File: src/rtl/serial_pkg.sv
// Shared definitions for the chunked serial link (receive and transmit sides).
//   WORD_WIDTH  : width of one reassembled word
//   rx_state_t  : receiver FSM encoding
//   num_chunks  : chunks per word for a given chunk width
package serial_pkg;

  localparam int WORD_WIDTH = 32;

  typedef enum logic [1:0] {
    IDLE = 2'd0,
    RECV = 2'd1,
    DONE = 2'd2
  } rx_state_t;

  function automatic int num_chunks(input int len);
    return WORD_WIDTH / len;
  endfunction

endpackage

File: src/rtl/serial_rx_shifter.sv
// Shift-in register and chunk counter for the serial receiver.
// Ports:
//   clk, reset : system clock, synchronous active-high reset
//   clr        : clear register and counter (start of a new word)
//   en         : shift din in and count one chunk
//   din        : LENGTH-bit chunk
//   shift_nxt  : word including the chunk being sampled this cycle
//   last       : the chunk sampled this cycle completes the word
module serial_rx_shifter
  import serial_pkg::*;
#(
  parameter int LENGTH     = 4,
  parameter int NUM_CHUNKS = num_chunks(LENGTH),
  parameter int CW         = $clog2(NUM_CHUNKS + 1)
) (
  input  logic                  clk,
  input  logic                  reset,
  input  logic                  clr,
  input  logic                  en,
  input  logic [LENGTH-1:0]     din,
  output logic [WORD_WIDTH-1:0] shift_nxt,
  output logic                  last
);

  logic [WORD_WIDTH-1:0] shift;
  logic [CW-1:0]         count;

  // A single full-width chunk replaces the register outright.
  generate
    if (LENGTH == WORD_WIDTH) begin : g_whole
      assign shift_nxt = din;
    end else begin : g_shift
      assign shift_nxt = {shift[WORD_WIDTH-LENGTH-1:0], din};
    end
  endgenerate

  assign last = en && (count == CW'(NUM_CHUNKS - 1));

  always_ff @(posedge clk) begin
    if (reset || clr) begin
      shift <= '0;
      count <= '0;
    end else if (en) begin
      shift <= shift_nxt;
      count <= count + 1'b1;
    end
  end

endmodule

File: src/rtl/serial_receiver.sv
// Receive end of the chunked serial link. Collects WORD_WIDTH/LENGTH chunks
// (first chunk = MSBs), presents the reassembled word on dout with a
// one-cycle rxDone strobe. All outputs registered.
// Optional feature macro: SERIAL_RX_TIMEOUT_EN -- aborts a frame after
// TIMEOUT idle cycles in RECV and pulses rxTimeout.
// Ports:
//   clk, reset : system clock, synchronous active-high reset
//   startRx    : arm for a new word (IDLE only)
//   rxValid    : din holds a valid chunk
//   din        : LENGTH-bit chunk
//   rxBusy     : word being assembled
//   rxDone     : dout just updated with a complete word
//   dout       : last completed word
//   rxTimeout  : frame aborted (SERIAL_RX_TIMEOUT_EN only)
module serial_receiver
  import serial_pkg::*;
#(
  parameter int LENGTH  = 4,
  parameter int TIMEOUT = 64
) (
  input  logic                  clk,
  input  logic                  reset,
  input  logic                  startRx,
  input  logic                  rxValid,
  input  logic [LENGTH-1:0]     din,
  output logic                  rxBusy,
  output logic                  rxDone,
`ifdef SERIAL_RX_TIMEOUT_EN
  output logic                  rxTimeout,
`endif
  output logic [WORD_WIDTH-1:0] dout
);

  generate
    if (WORD_WIDTH % LENGTH != 0) begin : g_bad_len
      $error("serial_receiver: LENGTH must divide 32");
    end
    if (TIMEOUT < 1) begin : g_bad_tmo
      $error("serial_receiver: TIMEOUT must be at least 1");
    end
  endgenerate

  rx_state_t             state, state_nxt;
  logic                  clr, en, last;
  logic                  busy_nxt, done_nxt, dout_ld;
  logic [WORD_WIDTH-1:0] shift_nxt;

  assign en = (state == RECV) && rxValid;

  serial_rx_shifter #(.LENGTH(LENGTH)) u_shift (
    .clk       (clk),
    .reset     (reset),
    .clr       (clr),
    .en        (en),
    .din       (din),
    .shift_nxt (shift_nxt),
    .last      (last)
  );

`ifdef SERIAL_RX_TIMEOUT_EN
  localparam int TW = $clog2(TIMEOUT + 1);
  logic [TW-1:0] idle_cnt;
  logic          tmo_hit, tmo_nxt;

  // Counts consecutive chunk-less RECV cycles; abort is decided on the
  // TIMEOUT-th such cycle, so a chunk arriving on that cycle still wins.
  assign tmo_hit = (state == RECV) && !rxValid && (idle_cnt == TW'(TIMEOUT - 1));

  always_ff @(posedge clk) begin
    if (reset || state != RECV || rxValid) idle_cnt <= '0;
    else                                   idle_cnt <= idle_cnt + 1'b1;
  end
`endif

  always_comb begin
    state_nxt = state;
    clr       = 1'b0;
    busy_nxt  = rxBusy;
    done_nxt  = 1'b0;
    dout_ld   = 1'b0;
`ifdef SERIAL_RX_TIMEOUT_EN
    tmo_nxt   = 1'b0;
`endif
    case (state)
      IDLE: begin
        // A chunk arriving with startRx is dropped: en is low in IDLE.
        if (startRx) begin
          state_nxt = RECV;
          clr       = 1'b1;
          busy_nxt  = 1'b1;
        end
      end
      RECV: begin
        if (last) begin
          state_nxt = DONE;
          busy_nxt  = 1'b0;
          done_nxt  = 1'b1;
          dout_ld   = 1'b1;
        end
`ifdef SERIAL_RX_TIMEOUT_EN
        else if (tmo_hit) begin
          state_nxt = IDLE;
          busy_nxt  = 1'b0;
          tmo_nxt   = 1'b1;
        end
`endif
      end
      DONE: state_nxt = IDLE;
      default: begin
        state_nxt = IDLE;
        busy_nxt  = 1'b0;
      end
    endcase
  end

  always_ff @(posedge clk) begin
    if (reset) begin
      state  <= IDLE;
      rxBusy <= 1'b0;
      rxDone <= 1'b0;
      dout   <= '0;
`ifdef SERIAL_RX_TIMEOUT_EN
      rxTimeout <= 1'b0;
`endif
    end else begin
      state  <= state_nxt;
      rxBusy <= busy_nxt;
      rxDone <= done_nxt;
      if (dout_ld) dout <= shift_nxt;
`ifdef SERIAL_RX_TIMEOUT_EN
      rxTimeout <= tmo_nxt;
`endif
    end
  end

endmodule

File: config.mk
export PLATFORM = sky130hd
export DESIGN_NAME = serial_receiver
export DESIGN_NICKNAME = d
export VERILOG_FILES = /design/src/rtl/serial_pkg.sv /design/src/rtl/serial_rx_shifter.sv /design/src/rtl/serial_receiver.sv
export SDC_FILE = /design/constraint.sdc
export NUM_CORES = 1
export LEC_CHECK = 0
export BUFFER_PORTS_ARGS = -buffer_cell sky130_fd_sc_hd__buf_2
export CORE_ASPECT_RATIO = 1.75
export CORE_MARGIN = 4
export CORE_UTILIZATION = 55
export CTS_BUF_LIST = sky130_fd_sc_hd__clkbuf_4
export DETAILED_ROUTE_END_ITERATION = 16
export HOLD_SLACK_MARGIN = 0.03
export PLACE_DENSITY_LB_ADDON = 0.1
export SKIP_LAST_GASP = 1
export SYNTH_ARGS = -nofsm -noshare
export SYNTH_HDL_FRONTEND = slang
export SYNTH_HIERARCHICAL = 1
export SYNTH_SLANG_ARGS = --single-unit
File: constraint.sdc
create_clock -name clk -period 3 [get_ports clk]
set_input_delay 0.3 -clock clk [delete_from_list [all_inputs] [get_ports clk]]
set_output_delay 0.3 -clock clk [all_outputs]
set_load 0.02 [all_outputs]
==> impl_metrics.ini, run 1 <==
[timing]
worstMarginPinSlew_ns = 0.732
setup_viol = 0
fin_crit_ns = 1.91
final-max-slew-violation-count = 0
grt_setup_unrepaired = no
slew_headroom = 0.509
fin_crit_sh = 0.635
skew_ns = 0.0162
max_freq_ghz = 0.525
tns_ns = 0
hold_violations = 0

[global_routing]
grtUsageTotal = 0.164
grt.met1_usage = 0.200
grt_util_met2 = 0.264
grt_max_degree = 39
grt_util_met3 = 0.0468
antenna_found_initial = 0
grt_pass1_vias = 1736
grt-ovfl-total = 0
grt_pass1_wl_mm = 7.62
busiest_layer = met2

[drt]
dr.pass1.iters = 4
drt_iter0_drc = 50
post_drt_wl_per_cell_um = 12.7
drc_errors = 0
vias_per_cell = 5.20
wirelength_mm = 4.54
vias = 1858
antenna_left = 0

[worst_setup_path]
crit_chain = and3b_2 > and4b_1 > nand3b_2 > nand2_1 > a21oi_2
critPathTopFamily = simple AND/OR/NAND/NOR gates
crit_path_end_kind = register
required_ns = 3.26
cp_data_arrival_time_ns = 2.16
crit_cells = 5
reg2regPathDepth = 5
slowest_delay_ns = 0.56
cp_max_fo = 34
worstSetupStartpointType = register
crit_type = reg -> reg
cp_slowest_cell = nand3b_2
crit_buf_inv = 0

[logic_synthesis]
synthAdderAreaFrac = 0.00479
synth-simple-area-share = 0.179
yosysTopAreaCell = dfxtp_1
synth_top_area_frac = 0.521
synth_top_family_by_area = simple AND/OR/NAND/NOR gates
seq_area_frac_synth = 0.521
synth_area_um2 = 2610
syn_nets = 279
ys_ff_latch = 68
synth_cells = 270
synthXorXnorAreaFrac = 0.00335
synth_compound_area_frac = 0.102
syn_avg_cell_area_um2 = 9.68
synth_area_leaders = dfxtp_1, mux2i_1, nand2_1
yosys-mux-area-fraction = 0.115
ys_types = 28
yosys_warnings = 6

[pwr]
power_density_nw_per_um2 = 503
power_frac_comb = 0.045
intPower_w = 0.00108
power_switching_w = 0.000330
p_seq_frac = 0.646
swShare = 0.234
ir_drop_v = 0.000369
p_total_w = 0.00141
clkPwrFrac = 0.309
p_leak_nw = 1.07

[clock_network]
ctsHoldBuffers = 0
cts_buffer_depth = 2
cts-resized-gates = 0
cts_tree = done
cts.reportedPaths.clkPinSlew_ns = 0.10
ctsHtreeMaxLevel = 3
clock-sinks = 68
numCtsBuffers = 9
clock_latency_ns = 0.38
cts_root_buf = clkbuf_4
post_cts.repair.setup_buffers = 0

[placed_design]
dpl.hpwl_mm = 2.92
io_buffer_count = 41
gp_routability_congestion = 0.736

[cells_and_area]
final_layout_size_suffix_gt1_frac = 0.265
area.growth.synth_to_final_pct = 7.42
multi_input_area_um2 = 1060
fin_util = 0.626
fin_nets = 312
antenna_cells = 0
regArea_um2 = 1360
num-fill-cells = 397

[die]
start_util = 0.583
dieArea_um2 = 5960
core-area_um2 = 4480
io_pins = 42
die_h_um = 99.2
die_w_um = 60.1
rows = 32

[job]
max_cap_violations = 0

[outcome]
status = finished, final reports clean

[min_path]
holdPathStages = 3
hp-class = in -> reg
cells by family (layout without fill, tap and decap cells):
group | count (synthesis) | count (layout)
and+or+nand+nor | 110 | 110
DFF | 68 | 68
AOI/OAI and AO/OA | 37 | 37
muxes | 30 | 30
buffers and inverters | 23 | 59
adders and majority gates | 1 | 1
xor gates and xnor gates | 1 | 1
layout make-up:
type                    count  area share
flip-flops and latches     68       0.485
clock inverters             5     0.00758
multi-input cells         179       0.377
repair buffers             45      0.0838
clock buffers               9      0.0241
well taps                  51      0.0227
power by group through the flow:
stage / clock, W / combinational, W / sequential, W
global route: 0.000496 / 0.0000694 / 0.000912
finish: 0.000437 / 0.0000636 / 0.000911
global placement: 0 / 0.0000643 / 0.000932
floorplan: 0 / 0.0000608 / 0.000933
CTS: 0.000456 / 0.0000643 / 0.000911
detailed placement: 0 / 0.0000638 / 0.000932
metal layers:
metal  share of wire  wire [um]
met4           0.019         88
met1            0.44       2010
met3           0.043        196
met2            0.49       2240
met5               0          0
worst min-delay path: stages:
cell,delay (ns)
buf_2,0.10
nand2_1,0.05
a21oi_1,0.05
cells in the final DEF (no fill, tap or decap), types with 2 or more instances in the layout:
cell      netlist  layout
a21oi_1        15      15
a21oi_2        19      19
buf_2           3      41
buf_4          11       4
clkbuf_4        0       9
clkinv_1        0       3
clkinv_2        0       2
dfxtp_1        68      68
mux2i_1        29      29
nand2_1        64      64
nand2b_1        3       3
nor2_1         31      31
nor2_2          2       2
state kept, by name, indices dropped and copies added (netlist names):
| register | count |
|---|---|
| dout | 32 |
| u_shift/shift | 28 |
| u_shift/count | 4 |
| state | 2 |
| rxBusy | 1 |
| rxDone | 1 |
metrics by stage:
step | hold WS [ns] | setup slack (ns) | cell area (um2) | instances
2_1_floorplan | 0.440 | 1.26 | 2610 | 270
6_report | 0.150 | 1.09 | 2810 | 357
4_1_cts | 0.128 | 1.07 | 2810 | 357
5_1_grt | 0.147 | 0.870 | 2810 | 357
3_3_place_gp | 0.442 | 1.13 | 2720 | 343
3_5_place_dp | 0.447 | 1.07 | 2720 | 343
cell usage after synthesis, drive strengths merged:
cell / count
nand2b: 3
xnor2: 1
a21oi: 34
nand3b: 2
and3b: 2
ha: 1
mux2i: 29
or2b: 1
nor2: 33
nor3: 1
and4b: 1
dfxtp: 68
a21bo: 1
or2: 1
clkbuf: 1
a211oi: 1
nand2: 64
mux2: 1
a21o: 1
nand4: 1
buf: 22
nor3b: 1
final timing paths:
| kind | start | to | slack (ns) |
|---|---|---|---|
| max | state[0]$_SDFFE_PP0P_ | dout[25]$_SDFFE_PP0P_ | 1.09 |
| min | din[1] | dout[1]$_SDFFE_PP0P_ | 0.15 |
| max reg2reg | state[0]$_SDFFE_PP0P_ | dout[25]$_SDFFE_PP0P_ | 1.09 |
| min reg2reg | u_shift/shift[24]$_SDFFE_PP0P_ | dout[28]$_SDFFE_PP0P_ | 0.46 |
Power figures use the tool's default switching activity.
==> run 2: changes to the inputs <==
==> constraint.sdc (replaced) <==
create_clock -name clk -period 1.8 [get_ports clk]
set_input_delay 0.18 -clock clk [delete_from_list [all_inputs] [get_ports clk]]
set_output_delay 0.18 -clock clk [all_outputs]
set_load 0.02 [all_outputs]
==> run 2 against run 1 <==
Effect of this change: critical path depth rose by 1; non-clock buffer count rose by 9; final area rose by 5.5%; register-to-register slack got worse by 0.89 ns; fmax rose by 20%; via count rose by 0.27%; hold slack got worse by 0.053 ns; power rose by 93%; sequential cell count did not move; largest power group unchanged.
==> impl_metrics.ini, run 2 (same netlist as run 1, synthesis figures left out) <==
[outcome]
status = finished, final reports clean

[placed_design]
placed_cell_area_um2 = 2770
gp_routability_congestion = 0.718
dpl.hpwl_mm = 3.29
dpl_worst_slack_ns = 0.239
dp_cells = 348
io_buffer_count = 41

[worst_setup_path]
crit_type = reg -> reg
crit-reg2reg-launch = state[1]$_SDFFE_PP0P_
reg2regPathDepth = 6
crit_path_end_kind = register
cp_data_arrival_time_ns = 1.93
required_ns = 2.14
r2r_end = dout[19]$_SDFFE_PP0P_
cp_max_fo = 17
rrSetupSlack_ns = 0.21
worstSetupStartpointType = register

[global_routing]
antenna_found_initial = 0
grt_util_met3 = 0.0519
grt_pass1_vias = 1891
grt_max_degree = 34
grt.met1_usage = 0.208
grtUsageTotal = 0.183
busiest_layer = met2
grt-ovfl-total = 0
grt_pass1_wl_mm = 8.34
grt_util_met2 = 0.306

[die]
io_pins = 42
dieArea_um2 = 5960
die_w_um = 60.1
die_h_um = 99.2
core-area_um2 = 4480
rows = 32
start_util = 0.583

[timing]
slew_headroom = 0.741
max_freq_ghz = 0.628
fin_crit_ns = 1.59
skew_ns = 0.00634
setup_viol = 0
hold_violations = 0
setup_ws_ns = 0.207
worstMarginPinSlew_ns = 0.388
final-max-slew-violation-count = 0
fin_crit_sh = 0.885
tns_ns = 0
grt_setup_unrepaired = no

[cells_and_area]
reg_top3 = dout x32, u_shift/shift x28, u_shift/count x4
fin_nets = 321
design_area_um2 = 2960
antenna_cells = 0
largest_register_ffs = 32
max_flop_register = dout
final_common_cell = dfxtp_1
finalNonFillerCells = 368
final_layout_size_suffix_gt1_frac = 0.284
mostFrequentLayoutCells = dfxtp_1, nand2_1, buf_2
num-fill-cells = 413
area.growth.synth_to_final_pct = 13.4

[clock_network]
cts.reportedPaths.clkPinSlew_ns = 0.11
ctsHoldBuffers = 4
clock-sinks = 68
cts-resized-gates = 0
ctsHtreeMaxLevel = 3
cts_buffer_depth = 2
numCtsBuffers = 9
clock_latency_ns = 0.40
post_cts.repair.setup_buffers = 0
cts_root_buf = clkbuf_4
cts_tree = done

[pwr]
power_density_nw_per_um2 = 921
ir_drop_v = 0.000594
p_leak_nw = 1.15

[min_path]
min_from = startRx
hp-class = in -> reg
holdPathEnd = state[0]$_SDFFE_PP0P_
holdPathStages = 3

[drt]
vias_per_cell = 5.06
drt_iter0_drc = 51
antenna_left = 0
post_drt_wl_per_cell_um = 13.1
vias = 1863
wirelength_mm = 4.82
dr.pass1.iters = 4
drc_errors = 0

[job]
max_cap_violations = 0
==> run 2: report_power, final <==
part           switching (W)  internal (W)
logic              0.0000725     0.0000514
clock network       0.000519      0.000568
registers         0.00000568       0.00151
==> run 2: layout make-up <==
| class | count | area [um2] | share of cell area |
|---|---|---|---|
| clock buffer | 10 | 75.1 | 0.0253 |
| clock inverter | 6 | 78.8 | 0.0266 |
| multi-input combinational | 179 | 1060 | 0.357 |
| sequential | 68 | 1360 | 0.460 |
| tap | 51 | 63.8 | 0.0215 |
| timing repair buffer | 54 | 325 | 0.110 |
==> run 2: worst max-delay path by stage <==
stage                                     start                     to  slack (ns)  cells past startpoint
after global routing      state[1]$_SDFFE_PP0P_  dout[19]$_SDFFE_PP0P_        0.07                      6
after global placement    state[1]$_SDFFE_PP0P_  dout[16]$_SDFFE_PP0P_        0.29                      6
after floorplan           state[1]$_SDFFE_PP0P_   dout[4]$_SDFFE_PP0P_        0.06                      9
final                     state[1]$_SDFFE_PP0P_  dout[19]$_SDFFE_PP0P_        0.21                      6
after detailed placement  state[1]$_SDFFE_PP0P_  dout[23]$_SDFFE_PP0P_        0.24                      6
after CTS                 state[1]$_SDFFE_PP0P_  dout[23]$_SDFFE_PP0P_        0.20                      6
==> run 2: critical path, cell delays in order, from the launching register on <==
cell and delay, ns:
dfxtp_1 0.36, and3b_2 0.28, and4b_1 0.26, and3b_1 0.20, buf_4 0.22, nand2_1 0.09
a21oi_1 0.12
==> run 2: per-stage QoR <==
| step | total power, W | hold WS [ns] | util |
|---|---|---|---|
| after CTS | 0.00275 | 0.0684 | 0.660 |
| after global placement | 0.00167 | 0.440 | 0.617 |
| after detailed placement | 0.00167 | 0.443 | 0.617 |
| after floorplan | 0.00166 | 0.327 | - |
| after global routing | 0.00283 | 0.0977 | 0.660 |
| final | 0.00273 | 0.0974 | 0.660 |
==> run 2: metal layers <==
layer,vias up,wire [um]
met5,-,0
met4,0,97
met3,6,198
met2,35,2420
met1,853,2110
li1,969,-
==> run 3: changes to the inputs <==
--- a/config.mk
+++ b/config.mk
@@ -5,12 +5,12 @@
 export SDC_FILE = /design/constraint.sdc
 export NUM_CORES = 1
 export LEC_CHECK = 0
-export BUFFER_PORTS_ARGS = -buffer_cell sky130_fd_sc_hd__buf_2
 export CORE_ASPECT_RATIO = 1.75
 export CORE_MARGIN = 4
 export CORE_UTILIZATION = 55
 export CTS_BUF_LIST = sky130_fd_sc_hd__clkbuf_4
 export DETAILED_ROUTE_END_ITERATION = 16
+export DONT_BUFFER_PORTS = 1
 export HOLD_SLACK_MARGIN = 0.03
 export PLACE_DENSITY_LB_ADDON = 0.1
 export SKIP_LAST_GASP = 1
==> run 3 against run 2 <==
Effect of this change: core utilization shrank 5.0 points; combinational power is 8% lower; sequential power is essentially flat; sequential share of layout area increased by 3.8 points; critical path type unchanged; highest routed layer unchanged.
==> impl_metrics.ini, run 3 (same netlist as run 1, synthesis figures left out) <==
[outcome]
status = finished, final reports clean

[die]
die_w_um = 60.1
core-area_um2 = 4480
dieArea_um2 = 5960
die_h_um = 99.2
start_util = 0.583
io_pins = 42
rows = 32

[clock_network]
cts_buffer_depth = 2
numCtsBuffers = 9
clock_latency_ns = 0.40
cts.reportedPaths.clkPinSlew_ns = 0.10
cts_root_buf = clkbuf_4
ctsHtreeMaxLevel = 3
clock-sinks = 68
cts_tree = done
cts-resized-gates = 0

[cells_and_area]
multi_input_area_um2 = 1060
antenna_cells = 0
regArea_um2 = 1360
final_layout_size_suffix_gt1_frac = 0.167
fin_nets = 280
area.growth.synth_to_final_pct = 4.74
final_common_cell = dfxtp_1
design_area_um2 = 2740
num-fill-cells = 396
max_flop_register = dout
mostFrequentLayoutCells = dfxtp_1, nand2_1, nor2_1
largest_register_ffs = 32
reg_top3 = dout x32, u_shift/shift x28, u_shift/count x4

[worst_setup_path]
cp_data_arrival_time_ns = 1.91
cp_max_fo = 32
rrSetupSlack_ns = 0.23
reg2regPathDepth = 6
r2r_end = dout[20]$_SDFFE_PP0P_
worstSetupStartpointType = register
crit_path_end_kind = register
crit-reg2reg-launch = state[1]$_SDFFE_PP0P_
required_ns = 2.13
crit_type = reg -> reg

[timing]
worstMarginPinSlew_ns = 0.279
max_freq_ghz = 0.635
setup_viol = 0
skew_ns = 0.0119
fin_crit_ns = 1.57
slew_headroom = 0.814
hold_violations = 0
final-max-slew-violation-count = 0
grt_setup_unrepaired = no
fin_crit_sh = 0.875
tns_ns = 0

[job]
max_cap_violations = 0

[min_path]
hp-class = in -> reg
holdPathEnd = dout[0]$_SDFFE_PP0P_
min_from = reset
holdPathStages = 2

[drt]
drc_errors = 0
wirelength_mm = 4.47
post_drt_wl_per_cell_um = 13.7
vias = 1705
antenna_left = 0
dr.pass1.iters = 4
drt_iter0_drc = 44
vias_per_cell = 5.21

[placed_design]
io_buffer_count = 0
placed_cell_area_um2 = 2560
dpl.hpwl_mm = 2.89
gp_routability_congestion = 0.694

[pwr]
p_leak_nw = 0.905
ir_drop_v = 0.000662
power_density_nw_per_um2 = 887

[global_routing]
grt_pass1_wl_mm = 7.58
grtUsageTotal = 0.168
grt_pass1_vias = 1660
grt_max_degree = 37
antenna_found_initial = 0
grt-ovfl-total = 0
## run 3: worst max-delay path, cell delays in order, from the launching register on
cell	delay, ns
dfxtp_1	0.36
and3b_2	0.28
and4b_1	0.26
and3b_1	0.22
buf_12	0.18
nand2_1	0.07
a21oi_1	0.12
## run 3: how the worst max path moves through the flow
| stage | depth (start not counted) | start | to | slack (ns) |
|---|---|---|---|---|
| final | 6 | state[1]$_SDFFE_PP0P_ | dout[20]$_SDFFE_PP0P_ | 0.23 |
| after global routing | 6 | state[1]$_SDFFE_PP0P_ | dout[19]$_SDFFE_PP0P_ | 0.11 |
| after CTS | 6 | state[1]$_SDFFE_PP0P_ | dout[13]$_SDFFE_PP0P_ | 0.22 |
| after detailed placement | 6 | state[1]$_SDFFE_PP0P_ | dout[4]$_SDFFE_PP0P_ | 0.25 |
| after global placement | 6 | state[1]$_SDFFE_PP0P_ | dout[13]$_SDFFE_PP0P_ | 0.29 |
| after floorplan | 9 | state[1]$_SDFFE_PP0P_ | dout[4]$_SDFFE_PP0P_ | 0.06 |
## run 3: metal layers
layer	up-vias	part of all wire	routed length [um]	track usage
met5	-	0	0	0
met4	0	0.025	110	0.0819
met1	776	0.44	1950	0.196
li1	883	-	-	-
met3	10	0.048	215	0.0571
met2	36	0.49	2200	0.267
## run 3: cell type report
cell class / instances / share of cell area
multi-input combinational: 179 / 0.386
clock inverter: 6 / 0.0114
clock buffer: 10 / 0.0274
timing repair buffer: 13 / 0.0540
sequential: 68 / 0.497
tap: 51 / 0.0233
## run 3: report_power, final
group	internal, W	switching, W	total [W]	leakage (nW)
registers	0.00151	0.00000900	0.00152	0.548
logic	0.0000494	0.0000649	0.000114	0.302
clock network	0.000283	0.000511	0.000794	0.0549
## run 3: metrics by stage
step	cells	utilization	hold WS, ns	setup slack, ns	total power, W
after global placement	305	0.571	0.247	0.286	0.00164
final	327	0.610	0.0577	0.225	0.00243
after CTS	327	0.610	0.0373	0.223	0.00246
after detailed placement	305	0.571	0.247	0.248	0.00164
after floorplan	270	-	0.327	0.0586	0.00166
after global routing	327	0.610	0.0323	0.107	0.00255
## run 3: timing repair
action	4_1_cts	5_1_grt
hold buffers	6	0
endpoints found under the hold margin	40	0
setup endpoints to repair	0	0
setup buffers	0	0
